[src/rtl/register_bank_fwd_if.sv]
// Decode-stage operand bus: read addresses, per-stage forwarding sources and WB
// write port in; registered operands and forwarding codes out.
interface register_bank_fwd_if #(
  parameter int DATA_W = 16,
  parameter int ADDR_W = 5
);
  logic              stall;
  logic              flush;
  logic [ADDR_W-1:0] RA;
  logic [ADDR_W-1:0] RB;
  logic [DATA_W-1:0] imm;
  logic              imm_sel;
  logic              ex_we;
  logic [ADDR_W-1:0] RW_ex;
  logic [DATA_W-1:0] ans_ex;
  logic              dm_we;
  logic [ADDR_W-1:0] RW_dm;
  logic [DATA_W-1:0] ans_dm;
  logic              wb_we;
  logic [ADDR_W-1:0] RW_wb;
  logic [DATA_W-1:0] ans_wb;
  logic [DATA_W-1:0] A;
  logic [DATA_W-1:0] B;
  logic [1:0]        fwd_A;
  logic [1:0]        fwd_B;

  modport master (
    output stall, flush, RA, RB, imm, imm_sel,
           ex_we, RW_ex, ans_ex, dm_we, RW_dm, ans_dm, wb_we, RW_wb, ans_wb,
    input  A, B, fwd_A, fwd_B
  );

  modport slave (
    input  stall, flush, RA, RB, imm, imm_sel,
           ex_we, RW_ex, ans_ex, dm_we, RW_dm, ans_dm, wb_we, RW_wb, ans_wb,
    output A, B, fwd_A, fwd_B
  );
endinterface

[src/rtl/register_bank_fwd.sv]
// Decode-stage register file with automatic EX/DM/WB forwarding; both operands
// are resolved per lane and registered into the decode/execute boundary.

module register_bank_fwd_lane #(
  parameter int DATA_W   = 16,
  parameter int ADDR_W   = 5,
  parameter int ZERO_REG = 1
) (
  input  logic [ADDR_W-1:0] addr_i,
  input  logic [DATA_W-1:0] file_i,
  input  logic              ex_we_i,
  input  logic [ADDR_W-1:0] rw_ex_i,
  input  logic [DATA_W-1:0] ans_ex_i,
  input  logic              dm_we_i,
  input  logic [ADDR_W-1:0] rw_dm_i,
  input  logic [DATA_W-1:0] ans_dm_i,
  input  logic              wb_we_i,
  input  logic [ADDR_W-1:0] rw_wb_i,
  input  logic [DATA_W-1:0] ans_wb_i,
  output logic [DATA_W-1:0] val_o,
  output logic [1:0]        fwd_o
);
  logic zero_hit;
  assign zero_hit = (ZERO_REG != 0) && (addr_i == '0);

  // Youngest producer wins: EX > DM > WB > file.
  always_comb begin
    val_o = file_i;
    fwd_o = 2'b00;
    if (zero_hit) begin
      val_o = '0;
    end else if (ex_we_i && rw_ex_i == addr_i) begin
      val_o = ans_ex_i;
      fwd_o = 2'b01;
    end else if (dm_we_i && rw_dm_i == addr_i) begin
      val_o = ans_dm_i;
      fwd_o = 2'b10;
    end else if (wb_we_i && rw_wb_i == addr_i) begin
      val_o = ans_wb_i;
      fwd_o = 2'b11;
    end
  end
endmodule

module register_bank_fwd #(
  parameter int DATA_W   = 16,
  parameter int ADDR_W   = 5,
  parameter int ZERO_REG = 1
) (
  input  logic                clk,
  input  logic                rst_n,
  register_bank_fwd_if.slave  bus
);
  localparam int DEPTH     = 1 << ADDR_W;
  localparam int NUM_LANES = 2;

  logic [DEPTH-1:0][DATA_W-1:0]     regs_q;
  logic [NUM_LANES-1:0][ADDR_W-1:0] rd_addr;
  logic [NUM_LANES-1:0][DATA_W-1:0] rd_file;
  logic [NUM_LANES-1:0][DATA_W-1:0] rd_val;
  logic [NUM_LANES-1:0][1:0]        rd_fwd;
  logic                             wr_en;

  logic [DATA_W-1:0] a_q, a_d, b_q, b_d;
  logic [1:0]        fwd_a_q, fwd_a_d, fwd_b_q, fwd_b_d;

  assign rd_addr[0] = bus.RA;
  assign rd_addr[1] = bus.RB;

  for (genvar l = 0; l < NUM_LANES; l++) begin : g_lane
    assign rd_file[l] = regs_q[rd_addr[l]];
    register_bank_fwd_lane #(
      .DATA_W(DATA_W), .ADDR_W(ADDR_W), .ZERO_REG(ZERO_REG)
    ) u_lane (
      .addr_i  (rd_addr[l]),
      .file_i  (rd_file[l]),
      .ex_we_i (bus.ex_we), .rw_ex_i(bus.RW_ex), .ans_ex_i(bus.ans_ex),
      .dm_we_i (bus.dm_we), .rw_dm_i(bus.RW_dm), .ans_dm_i(bus.ans_dm),
      .wb_we_i (bus.wb_we), .rw_wb_i(bus.RW_wb), .ans_wb_i(bus.ans_wb),
      .val_o   (rd_val[l]),
      .fwd_o   (rd_fwd[l])
    );
  end

  assign wr_en = bus.wb_we && !((ZERO_REG != 0) && (bus.RW_wb == '0));

  // File writes ignore stall/flush so WB retires while decode is frozen.
  always_ff @(posedge clk or negedge rst_n) begin
    if (!rst_n) regs_q <= '0;
    else if (wr_en) regs_q[bus.RW_wb] <= bus.ans_wb;
  end

  always_comb begin
    a_d     = a_q;
    b_d     = b_q;
    fwd_a_d = fwd_a_q;
    fwd_b_d = fwd_b_q;
    if (bus.flush) begin
      a_d     = '0;
      b_d     = '0;
      fwd_a_d = 2'b00;
      fwd_b_d = 2'b00;
    end else if (!bus.stall) begin
      a_d     = rd_val[0];
      fwd_a_d = rd_fwd[0];
      b_d     = bus.imm_sel ? bus.imm : rd_val[1];
      fwd_b_d = bus.imm_sel ? 2'b00   : rd_fwd[1];
    end
  end

  always_ff @(posedge clk or negedge rst_n) begin
    if (!rst_n) begin
      a_q     <= '0;
      b_q     <= '0;
      fwd_a_q <= 2'b00;
      fwd_b_q <= 2'b00;
    end else begin
      a_q     <= a_d;
      b_q     <= b_d;
      fwd_a_q <= fwd_a_d;
      fwd_b_q <= fwd_b_d;
    end
  end

  assign bus.A     = a_q;
  assign bus.B     = b_q;
  assign bus.fwd_A = fwd_a_q;
  assign bus.fwd_B = fwd_b_q;
endmodule

[src/flat_wrapper.sv]
// flat-port wrapper written by rule: the top's interface ports become plain ports
module register_bank_fwd_flat 
#(
  parameter int DATA_W   = 16,
  parameter int ADDR_W   = 5,
  parameter int ZERO_REG = 1
)
  (clk, rst_n, bus_stall, bus_flush, bus_RA, bus_RB, bus_imm, bus_imm_sel, bus_ex_we, bus_RW_ex, bus_ans_ex, bus_dm_we, bus_RW_dm, bus_ans_dm, bus_wb_we, bus_RW_wb, bus_ans_wb, bus_A, bus_B, bus_fwd_A, bus_fwd_B);
  register_bank_fwd_if #(.DATA_W(DATA_W), .ADDR_W(ADDR_W)) bus_i ();
  input  logic clk;
  input  logic rst_n;
  input wire logic [$bits(bus_i.stall)-1:0] bus_stall;
  input wire logic [$bits(bus_i.flush)-1:0] bus_flush;
  input wire logic [$bits(bus_i.RA)-1:0] bus_RA;
  input wire logic [$bits(bus_i.RB)-1:0] bus_RB;
  input wire logic [$bits(bus_i.imm)-1:0] bus_imm;
  input wire logic [$bits(bus_i.imm_sel)-1:0] bus_imm_sel;
  input wire logic [$bits(bus_i.ex_we)-1:0] bus_ex_we;
  input wire logic [$bits(bus_i.RW_ex)-1:0] bus_RW_ex;
  input wire logic [$bits(bus_i.ans_ex)-1:0] bus_ans_ex;
  input wire logic [$bits(bus_i.dm_we)-1:0] bus_dm_we;
  input wire logic [$bits(bus_i.RW_dm)-1:0] bus_RW_dm;
  input wire logic [$bits(bus_i.ans_dm)-1:0] bus_ans_dm;
  input wire logic [$bits(bus_i.wb_we)-1:0] bus_wb_we;
  input wire logic [$bits(bus_i.RW_wb)-1:0] bus_RW_wb;
  input wire logic [$bits(bus_i.ans_wb)-1:0] bus_ans_wb;
  output wire logic [$bits(bus_i.A)-1:0] bus_A;
  output wire logic [$bits(bus_i.B)-1:0] bus_B;
  output wire logic [$bits(bus_i.fwd_A)-1:0] bus_fwd_A;
  output wire logic [$bits(bus_i.fwd_B)-1:0] bus_fwd_B;
  assign bus_i.stall = bus_stall;
  assign bus_i.flush = bus_flush;
  assign bus_i.RA = bus_RA;
  assign bus_i.RB = bus_RB;
  assign bus_i.imm = bus_imm;
  assign bus_i.imm_sel = bus_imm_sel;
  assign bus_i.ex_we = bus_ex_we;
  assign bus_i.RW_ex = bus_RW_ex;
  assign bus_i.ans_ex = bus_ans_ex;
  assign bus_i.dm_we = bus_dm_we;
  assign bus_i.RW_dm = bus_RW_dm;
  assign bus_i.ans_dm = bus_ans_dm;
  assign bus_i.wb_we = bus_wb_we;
  assign bus_i.RW_wb = bus_RW_wb;
  assign bus_i.ans_wb = bus_ans_wb;
  assign bus_A = bus_i.A;
  assign bus_B = bus_i.B;
  assign bus_fwd_A = bus_i.fwd_A;
  assign bus_fwd_B = bus_i.fwd_B;
  register_bank_fwd #(.DATA_W(DATA_W), .ADDR_W(ADDR_W), .ZERO_REG(ZERO_REG)) u_core (.clk(clk), .rst_n(rst_n), .bus(bus_i));
endmodule
[config.mk]
export PLATFORM = sky130hd
export DESIGN_NAME = register_bank_fwd_flat
export DESIGN_NICKNAME = d
export VERILOG_FILES = /design/src/rtl/register_bank_fwd_if.sv /design/src/rtl/register_bank_fwd.sv /design/src/flat_wrapper.sv
export SDC_FILE = /design/constraint.sdc
export NUM_CORES = 1
export LEC_CHECK = 0
export BUFFER_PORTS_ARGS = -buffer_cell sky130_fd_sc_hd__buf_2
export CELL_PAD_IN_SITES_DETAIL_PLACEMENT = 1
export CELL_PAD_IN_SITES_GLOBAL_PLACEMENT = 2
export CORE_ASPECT_RATIO = 0.6
export CORE_MARGIN = 3
export CORE_UTILIZATION = 47
export CTS_CLUSTER_DIAMETER = 120
export CTS_CLUSTER_SIZE = 20
export DETAILED_ROUTE_END_ITERATION = 8
export PLACE_DENSITY_LB_ADDON = 0.1
export SYNTH_ARGS = -nofsm -noshare
export SYNTH_HDL_FRONTEND = slang
export SYNTH_HIERARCHICAL = 1
export SYNTH_SLANG_ARGS = --single-unit
export TNS_END_PERCENT = 50
[constraint.sdc]
create_clock -name clk -period 4.6 [get_ports clk]
set_input_delay 0.23 -clock clk [delete_from_list [all_inputs] [get_ports clk]]
set_output_delay 0.23 -clock clk [all_outputs]
set_load 0.05 [all_outputs]
==> impl_metrics.tcl, run 1 <==
set metrics [dict create \
    yosys_most_used_dff "sky130_fd_sc_hd__dfrtp_1" \
    seq_power_share 0.522 \
    max_clock_freq_mhz 366 \
    final_critical_delay_including_setup_and_external_delays_ps 2730 \
    yosysWarnings 6 \
    cap_violations 0 \
    cts_buffers 31 \
    post_synth_most_frequent_cells "578 x sky130_fd_sc_hd__mux2i_1, 548 x sky130_fd_sc_hd__dfrtp_1, 480 x sky130_fd_sc_hd__mux2_2" \
    worst-setup-path-type "input port to flip-flop" \
    synth-seq-area-share 0.439 \
    area_inside_the_core_boundary_um2 65100 \
    synth_area_um2 31200 \
    diodes 0 \
    rsz0062_at_grt "false" \
    hpwl_um 67300 \
    floorplan.die.height_um 206 \
    floorplan.rows 72 \
    worst_path_cell_trace "buf_2 -> nor2b_4 -> buf_4 -> a22o_1 -> nor3_1 -> a31oi_1 -> nand3_1 -> mux2i_1 -> o211ai_1 -> mux2i_1 -> nor2_1 -> a21oi_1 -> nor2_1" \
    firstDrtPassIters 5 \
    post-synth-top-count-cell "sky130_fd_sc_hd__mux2i_1" \
    synthesized_area_per_cell_um2 11.7 \
    period_utilization 0.595 \
    setup_viol 0 \
    final.setup.worst_slack_ps 1870 \
    cts-root-buf "sky130_fd_sc_hd__clkbuf_16" \
    yosys.area.top_type_share 0.439 \
    grt_pass1_wl_um 156000 \
    number_of_placed_i_o_pins 133 \
    tightestPinTransition_ps 1300 \
    synthToLayoutAreaGrowth_pct 7.17 \
    place_worst_setup_slack_ps 1260 \
    irDropWorstVdd_v 0.000275 \
    power.share.combinational 0.244 \
    initialDrtViolationCount 1579 \
    setup-tns-final_ps 0 \
    final_antenna_net_count 0 \
    number_of_slew_limit_violations_in_the_final_report 0 \
    grt_max_degree 126 \
    worst_clock_skew_ps 26.9 \
    initial_antenna_violation_count 1 \
    worst_ep_required_time_ps 5090 \
    cts.sinks 548 \
    power.share.switching 0.317 \
    synth-edff-count 0 \
    synthDominantAreaCellType "sky130_fd_sc_hd__dfrtp_1" \
    routed_wirelength_um 103000 \
    synth_seq_cells 548 \
    arrival_worst_endpoint_ps 3230 \
    floorplan.initialDensity 0.480 \
    setup_slack_of_the_worst_register_to_register_path_ps 2270 \
    global_route.usage.total 0.291 \
    worstSetupStartpointType "input port" \
    cts_tree "built" \
    routabilityCongestion 0.875 \
    num-nets-final 2746 \
    holdCritPathClass "input port to flip-flop" \
    die_outline_area_um2 69700 \
    totalPowerFinal_mw 12.2 \
    dieWidth_um 339 \
    synthArstFlopShare 1.00 \
    ys_types 42 \
    clkSlewWorstSetupHoldPaths_ps 100 \
    post-route-drc-count 0 \
    outcome "complete, no violations" \
    ctsHtreeMaxLevel 1 \
    setup.worst_path.end_class "flip-flop" \
    vias_in_the_first_global_route 24200 \
    post_synth_main_area_contributors "sky130_fd_sc_hd__dfrtp_1 44%, sky130_fd_sc_hd__mux2i_1 19%, sky130_fd_sc_hd__mux2_2 17%" \
    power.switching_mw 3.87 \
    final_layout_size_suffix_gt1_frac 0.289 \
    internal-power_mw 8.33 \
    cp_slowest_cell "sky130_fd_sc_hd__nor2b_4" \
    static-leakage-power_nw 15.9 \
    synth_nets 2766 \
    detailroute.via_count 22600 \
    max_slew_margin 0.131 \
    clock_power_share 0.235 \
    critPathMaxFanout 30 \
    via_per_inst 6.40 \
    source_to_sink_clock_delay_at_the_later_pin_of_the_worst_skew_pair_ps 630 \
    postCtsSetupRepairBufs 0 \
    cts-root-to-sink-buffers 3 \
    overflow 0 \
    drt-wirelength-per-cell_um 29.2 \
    critical_path.max_stage_delay_ps 990 \
    timing.final.hold_violations 0 \
    port_buffer_count 132 \
    power.density_cell_area_nw_per_um2 364 \
    syn-instance-count 2669 \
]
==> area by class of cell <==
class | instances | area [µm²]
Sequential cell | 548 | 13700
Fill cell | 6766 | 31600
Timing Repair Buffer | 221 | 1610
Multi-Input combinational cell | 1847 | 16300
Clock buffer | 31 | 776
Clock inverter | 1 | 16.3
Tap cell | 888 | 1110
==> power by group through the flow <==
stage	Clock (mW)	Sequential [mW]	Combinational [mW]
6_report	2.86	6.37	2.97
5_1_grt	3.14	6.48	3.23
4_1_cts	2.95	6.35	2.97
3_5_place_dp	0	6.44	2.94
3_3_place_gp	0	6.34	2.84
2_1_floorplan	0	6.31	2.07
==> flip-flops by register name (all words and copies together) (netlist names) <==
register and cells:
u_core/bus.A 16, u_core/bus.B 16, u_core/bus.fwd_A 2, u_core/bus.fwd_B 2, u_core/regs_q 512
==> metrics by stage <==
| stage | area, µm² | util | std cells | hold WS, ps |
|---|---|---|---|---|
| 3_3_place_gp | 32500 | 0.499 | 3482 | 334 |
| 3_5_place_dp | 32500 | 0.499 | 3482 | 355 |
| 4_1_cts | 33500 | 0.514 | 3536 | 0.526 |
| 5_1_grt | 33500 | 0.514 | 3536 | 33.7 |
| 6_report | 33500 | 0.514 | 3536 | 20.4 |
| 2_1_floorplan | 31200 | - | 2669 | -65.6 |
==> logic make-up after synthesis <==
group / Yosys count / share of synthesized area
multiplexers: 1074 / 0.364
flip-flops: 548 / 0.439
AND/OR/NAND/NOR: 401 / 0.0665
AO/OA/AOI/OAI: 342 / 0.0798
buffers and inverters: 274 / 0.0425
XOR/XNOR: 30 / 0.00841
==> worst max-delay path, delay by kind of cell <==
| kind | cells | cell delay [ps] |
|---|---|---|
| simple gates | 5 | 1310 |
| mux | 2 | 380 |
| buf+inv | 2 | 500 |
| compound gates | 4 | 780 |
==> path summary, 6_finish.rpt <==
check                                         end  cells after the start               from
worst max register to register    u_core/bus.B[1]                     11  u_core/regs_q[33]
worst min register to register  u_core/regs_q[12]                      0  u_core/regs_q[12]
worst max-delay path              u_core/bus.B[1]                     13          bus_RB[2]
worst min-delay path             u_core/bus.A[11]                      5     bus_ans_ex[11]
max in group asynchronous         u_core/bus.B[8]                      3              rst_n
min in group asynchronous        u_core/regs_q[3]                      2              rst_n
==> timing repair <==
item / in CTS / in global routing
hold buffers: 22 / 0
gates resized for setup: 0 / 0
endpoints found under the setup margin: 0 / 0
hold endpoints to repair: 115 / 0
==> cells in the final DEF (no fill, tap or decap), types with 12 or more instances in the layout <==
cell type | Yosys | layout
sky130_fd_sc_hd__a21oi_1 | 83 | 83
sky130_fd_sc_hd__a22o_1 | 64 | 64
sky130_fd_sc_hd__a22oi_1 | 129 | 129
sky130_fd_sc_hd__a31oi_1 | 32 | 32
sky130_fd_sc_hd__buf_12 | 4 | 16
sky130_fd_sc_hd__buf_2 | 98 | 129
sky130_fd_sc_hd__buf_4 | 18 | 51
sky130_fd_sc_hd__clkbuf_16 | 0 | 31
sky130_fd_sc_hd__dfrtp_1 | 548 | 548
sky130_fd_sc_hd__dlygate4sd3_1 | 0 | 22
sky130_fd_sc_hd__mux2_1 | 16 | 16
sky130_fd_sc_hd__mux2_2 | 480 | 480
sky130_fd_sc_hd__mux2i_1 | 578 | 578
sky130_fd_sc_hd__nand2_1 | 80 | 80
sky130_fd_sc_hd__nand3_1 | 99 | 99
sky130_fd_sc_hd__nand4_1 | 65 | 65
sky130_fd_sc_hd__nor2_1 | 62 | 60
sky130_fd_sc_hd__nor3_1 | 35 | 35
sky130_fd_sc_hd__o211ai_1 | 12 | 12
sky130_fd_sc_hd__o211ai_2 | 20 | 20
sky130_fd_sc_hd__xor2_1 | 24 | 24
==> layer usage <==
metal	track usage	vias up	share of wire
met1	0.427	12100	0.48
met5	0	-	0.00013
met2	0.453	589	0.44
li1	-	9817	-
met4	0.0748	2	0.026
met3	0.0400	137	0.050
(Power assumes the default switching activity.)
==> run 2: changes to the inputs <==
Settings changed: ABC_AREA set to 1, CORE_UTILIZATION 47 to 35.
Clock period 4.6 ns to 2.8 ns, I/O delays scaled along.
==> run 2 against run 1 <==
  * Flip-flop and latch count stayed put
  * Final cell count is 79% higher
  * Power grew 74%
  * Register-to-register slack lost 2200 ps
  * Count of clock-buffer cells in the layout unchanged
  * Setup slack worse by 1800 ps
  * Sequential power grew 65%
  * Critical path depth up 2
==> impl_metrics.tcl, run 2 <==
set metrics [dict create \
    worstSetupStartpointType "flip-flop" \
    synthArstFlopShare 1.00 \
    critical_path.max_stage_delay_ps 610 \
    ctsHtreeMaxLevel 1 \
    setup-tns-final_ps 0 \
    worst-setup-path-type "flip-flop to flip-flop" \
    drt-wirelength-per-cell_um 26.1 \
    syn-instance-count 5082 \
    yosysWarnings 6 \
    critPathMaxFanout 3 \
    routed_wirelength_um 166000 \
    static-leakage-power_nw 18.6 \
    setup.worst_path.end_class "flip-flop" \
    max_clock_freq_mhz 363 \
    num-nets-final 5142 \
    synth_nets 5179 \
    cts_tree "built" \
    source_to_sink_clock_delay_at_the_later_pin_of_the_worst_skew_pair_ps 680 \
    cap_violations 0 \
    floorplan.rows 87 \
    outcome "complete, no violations" \
    timing.final.hold_violations 0 \
    setup_viol 0 \
    floorplan.die.height_um 247 \
    yosys.area.top_type_share 0.406 \
    period_utilization 0.983 \
    initial_antenna_violation_count 3 \
    synth-seq-area-share 0.406 \
    largest_register_ff_count 512 \
    power.share.switching 0.377 \
    regMostFlops "u_core/regs_q" \
    synth_area_um2 33800 \
    post_synth_main_area_contributors "sky130_fd_sc_hd__dfrtp_1 41%, sky130_fd_sc_hd__nand2_1 26%, sky130_fd_sc_hd__nand3_1 13%" \
    rsz0062_at_grt "false" \
    tightestPinTransition_ps 941 \
    cts.sinks 548 \
    final_antenna_net_count 0 \
    routabilityCongestion 0.904 \
    power.switching_mw 8.01 \
    vias_in_the_first_global_route 35900 \
    via_per_inst 5.68 \
    hpwl_um 108000 \
    yosys_most_used_dff "sky130_fd_sc_hd__dfrtp_1" \
    number_of_slew_limit_violations_in_the_final_report 0 \
    max_slew_margin 0.371 \
    cts_buffers 31 \
    cts-root-buf "sky130_fd_sc_hd__clkbuf_16" \
    seq_power_share 0.494 \
    r2r_cells 15 \
    synthesized_area_per_cell_um2 6.65 \
    synth-edff-count 0 \
    post-route-util 0.397 \
    post_synth_most_frequent_cells "2,359 x sky130_fd_sc_hd__nand2_1, 855 x sky130_fd_sc_hd__nand3_1, 548 x sky130_fd_sc_hd__dfrtp_1" \
    final_critical_delay_including_setup_and_external_delays_ps 2750 \
    cp_slowest_cell "sky130_fd_sc_hd__dlygate4sd3_1" \
    arrival_worst_endpoint_ps 3310 \
    holdCritPathClass "input port to flip-flop" \
    port_buffer_count 132 \
    post-synth-top-count-cell "sky130_fd_sc_hd__nand2_1" \
    clock_power_share 0.239 \
    floorplan.initialDensity 0.357 \
    synth_seq_cells 548 \
    final_layout_size_suffix_gt1_frac 0.0965 \
    firstDrtPassIters 7 \
    hold_depth 7 \
    clkSlewWorstSetupHoldPaths_ps 100 \
    grt_pass1_wl_um 248000 \
    grt_max_degree 84 \
    totalPowerFinal_mw 21.3 \
    cts-root-to-sink-buffers 3 \
    dieWidth_um 407 \
    area_inside_the_core_boundary_um2 94800 \
    worst_path_cell_trace "nand2_1 -> nand3_1 -> nand3_1 -> nand2_1 -> nand2_1 -> nand2_1 -> nand2_1 -> nand2_2 -> nand3_2 -> nand2_1 -> nor2_1 -> nor2_1 -> mux2i_1 -> dlygate4sd3_1 -> o21ai_0" \
    global_route.usage.total 0.325 \
    die_outline_area_um2 100000 \
    overflow 0 \
    irDropWorstVdd_v 0.000417 \
    layout_common_cells "2,355 x sky130_fd_sc_hd__nand2_1, 855 x sky130_fd_sc_hd__nand3_1, 548 x sky130_fd_sc_hd__dfrtp_1, 436 x sky130_fd_sc_hd__o21ai_0, 134 x sky130_fd_sc_hd__buf_4" \
    power.density_cell_area_nw_per_um2 565 \
    detailroute.via_count 36000 \
    postCtsSetupRepairBufs 0 \
    worst_clock_skew_ps 27.8 \
    worst_ep_required_time_ps 3350 \
    layout.cells.most_common "sky130_fd_sc_hd__nand2_1" \
    power.share.combinational 0.266 \
    number_of_placed_i_o_pins 133 \
    synthToLayoutAreaGrowth_pct 11.3 \
    synthDominantAreaCellType "sky130_fd_sc_hd__dfrtp_1" \
    post-route-drc-count 0 \
    initialDrtViolationCount 3966 \
    ys_types 34 \
    worst_path_most_repeated_cell "sky130_fd_sc_hd__nand2_1" \
    internal-power_mw 13.2 \
]
## run 2: cell count changes in the layout (fill, tap and decap cells not counted), sizes merged, moves of 31 or more
cell,delta
a21oi,-63
a22o,-64
a22oi,-129
a31oi,-32
buf,+124
inv,+76
mux2,-496
mux2i,-562
nand2,+2293
nand3,+790
nand4,-31
nor2,+61
o211ai,-32
o21ai,+534
## run 2: final timing paths
path | from | to | slack, ps
worst max-delay path | u_core/regs_q[247] | u_core/bus.B[7] | 50
worst min-delay path | bus_ans_dm[12] | u_core/bus.A[12] | 40
worst max register to register | u_core/regs_q[247] | u_core/bus.B[7] | 50
worst min register to register | u_core/regs_q[8] | u_core/regs_q[8] | 410
max in group asynchronous | rst_n | u_core/regs_q[250] | 1820
min in group asynchronous | rst_n | u_core/regs_q[63] | 140
## run 2: per-layer routing
layer / global-route usage / vias to the layer above / share of wire / routed length [µm]
li1: - / 16300 / - / -
met1: 0.500 / 18200 / 0.49 / 81400
met2: 0.475 / 1345 / 0.41 / 68600
met3: 0.0526 / 203 / 0.074 / 12200
met4: 0.0606 / 4 / 0.020 / 3300
met5: 0.0144 / - / 0.0013 / 217
## run 2: cell type report
cell class                 instances  area [µm²]
fill                           12100       57200
multi-input combinational       4020       17800
sequential                       548       13700
timing repair buffer             368        3330
tap                             1290        1610
clock buffer                      31         776
inverter                          76         318
clock inverter                     3        47.5
antenna                            1        2.50
## run 2: cell families (layout without fill, tap and decap cells)
group | count (synthesis) | in the layout | share of synthesized area
buffers and inverters | 514 | 478 | 0.0680
muxes | 16 | 16 | 0.00474
and+or+nand+nor | 3442 | 3442 | 0.437
AOI/OAI and AO/OA | 558 | 558 | 0.0837
xor gates and xnor gates | 4 | 4 | 0.00104
other | 0 | 1 | 0
DFF | 548 | 548 | 0.406
## run 2: worst max-delay path, delay by kind of cell, from the launching register on
family          cells  cell delay, ps
buf+inv             1             610
flops               1             400
compound gates      1             250
mux                 1              80
simple gates       12            1310
## run 2: per-stage QoR
step                      setup WS [ps]  instances  hold slack [ps]  instance area, µm²
final                              47.2       6337             38.9               37600
after global routing               11.2       6336             51.3               37600
after CTS                           133       6336             10.0               37600
after detailed placement            310       6257              258               36300
after global placement              339       6257              253               36300
after floorplan                    1040       5082             -156               33800
## run 2: repair_timing
item	CTS	global route
endpoints found under the hold margin	132	0
endpoints found under the setup margin	0	2
hold buffers	45	0
resized for setup	0	2
## run 2: power by group through the flow
stage               registers (mW)  logic, mW  clock network (mW)
finish                        10.5       5.66                5.09
global route                  10.7       6.36                5.49
CTS                           10.5       5.62                5.19
detailed placement            10.6       5.54                   0
global placement              10.6       5.39                   0
floorplan                     10.3       3.42                   0
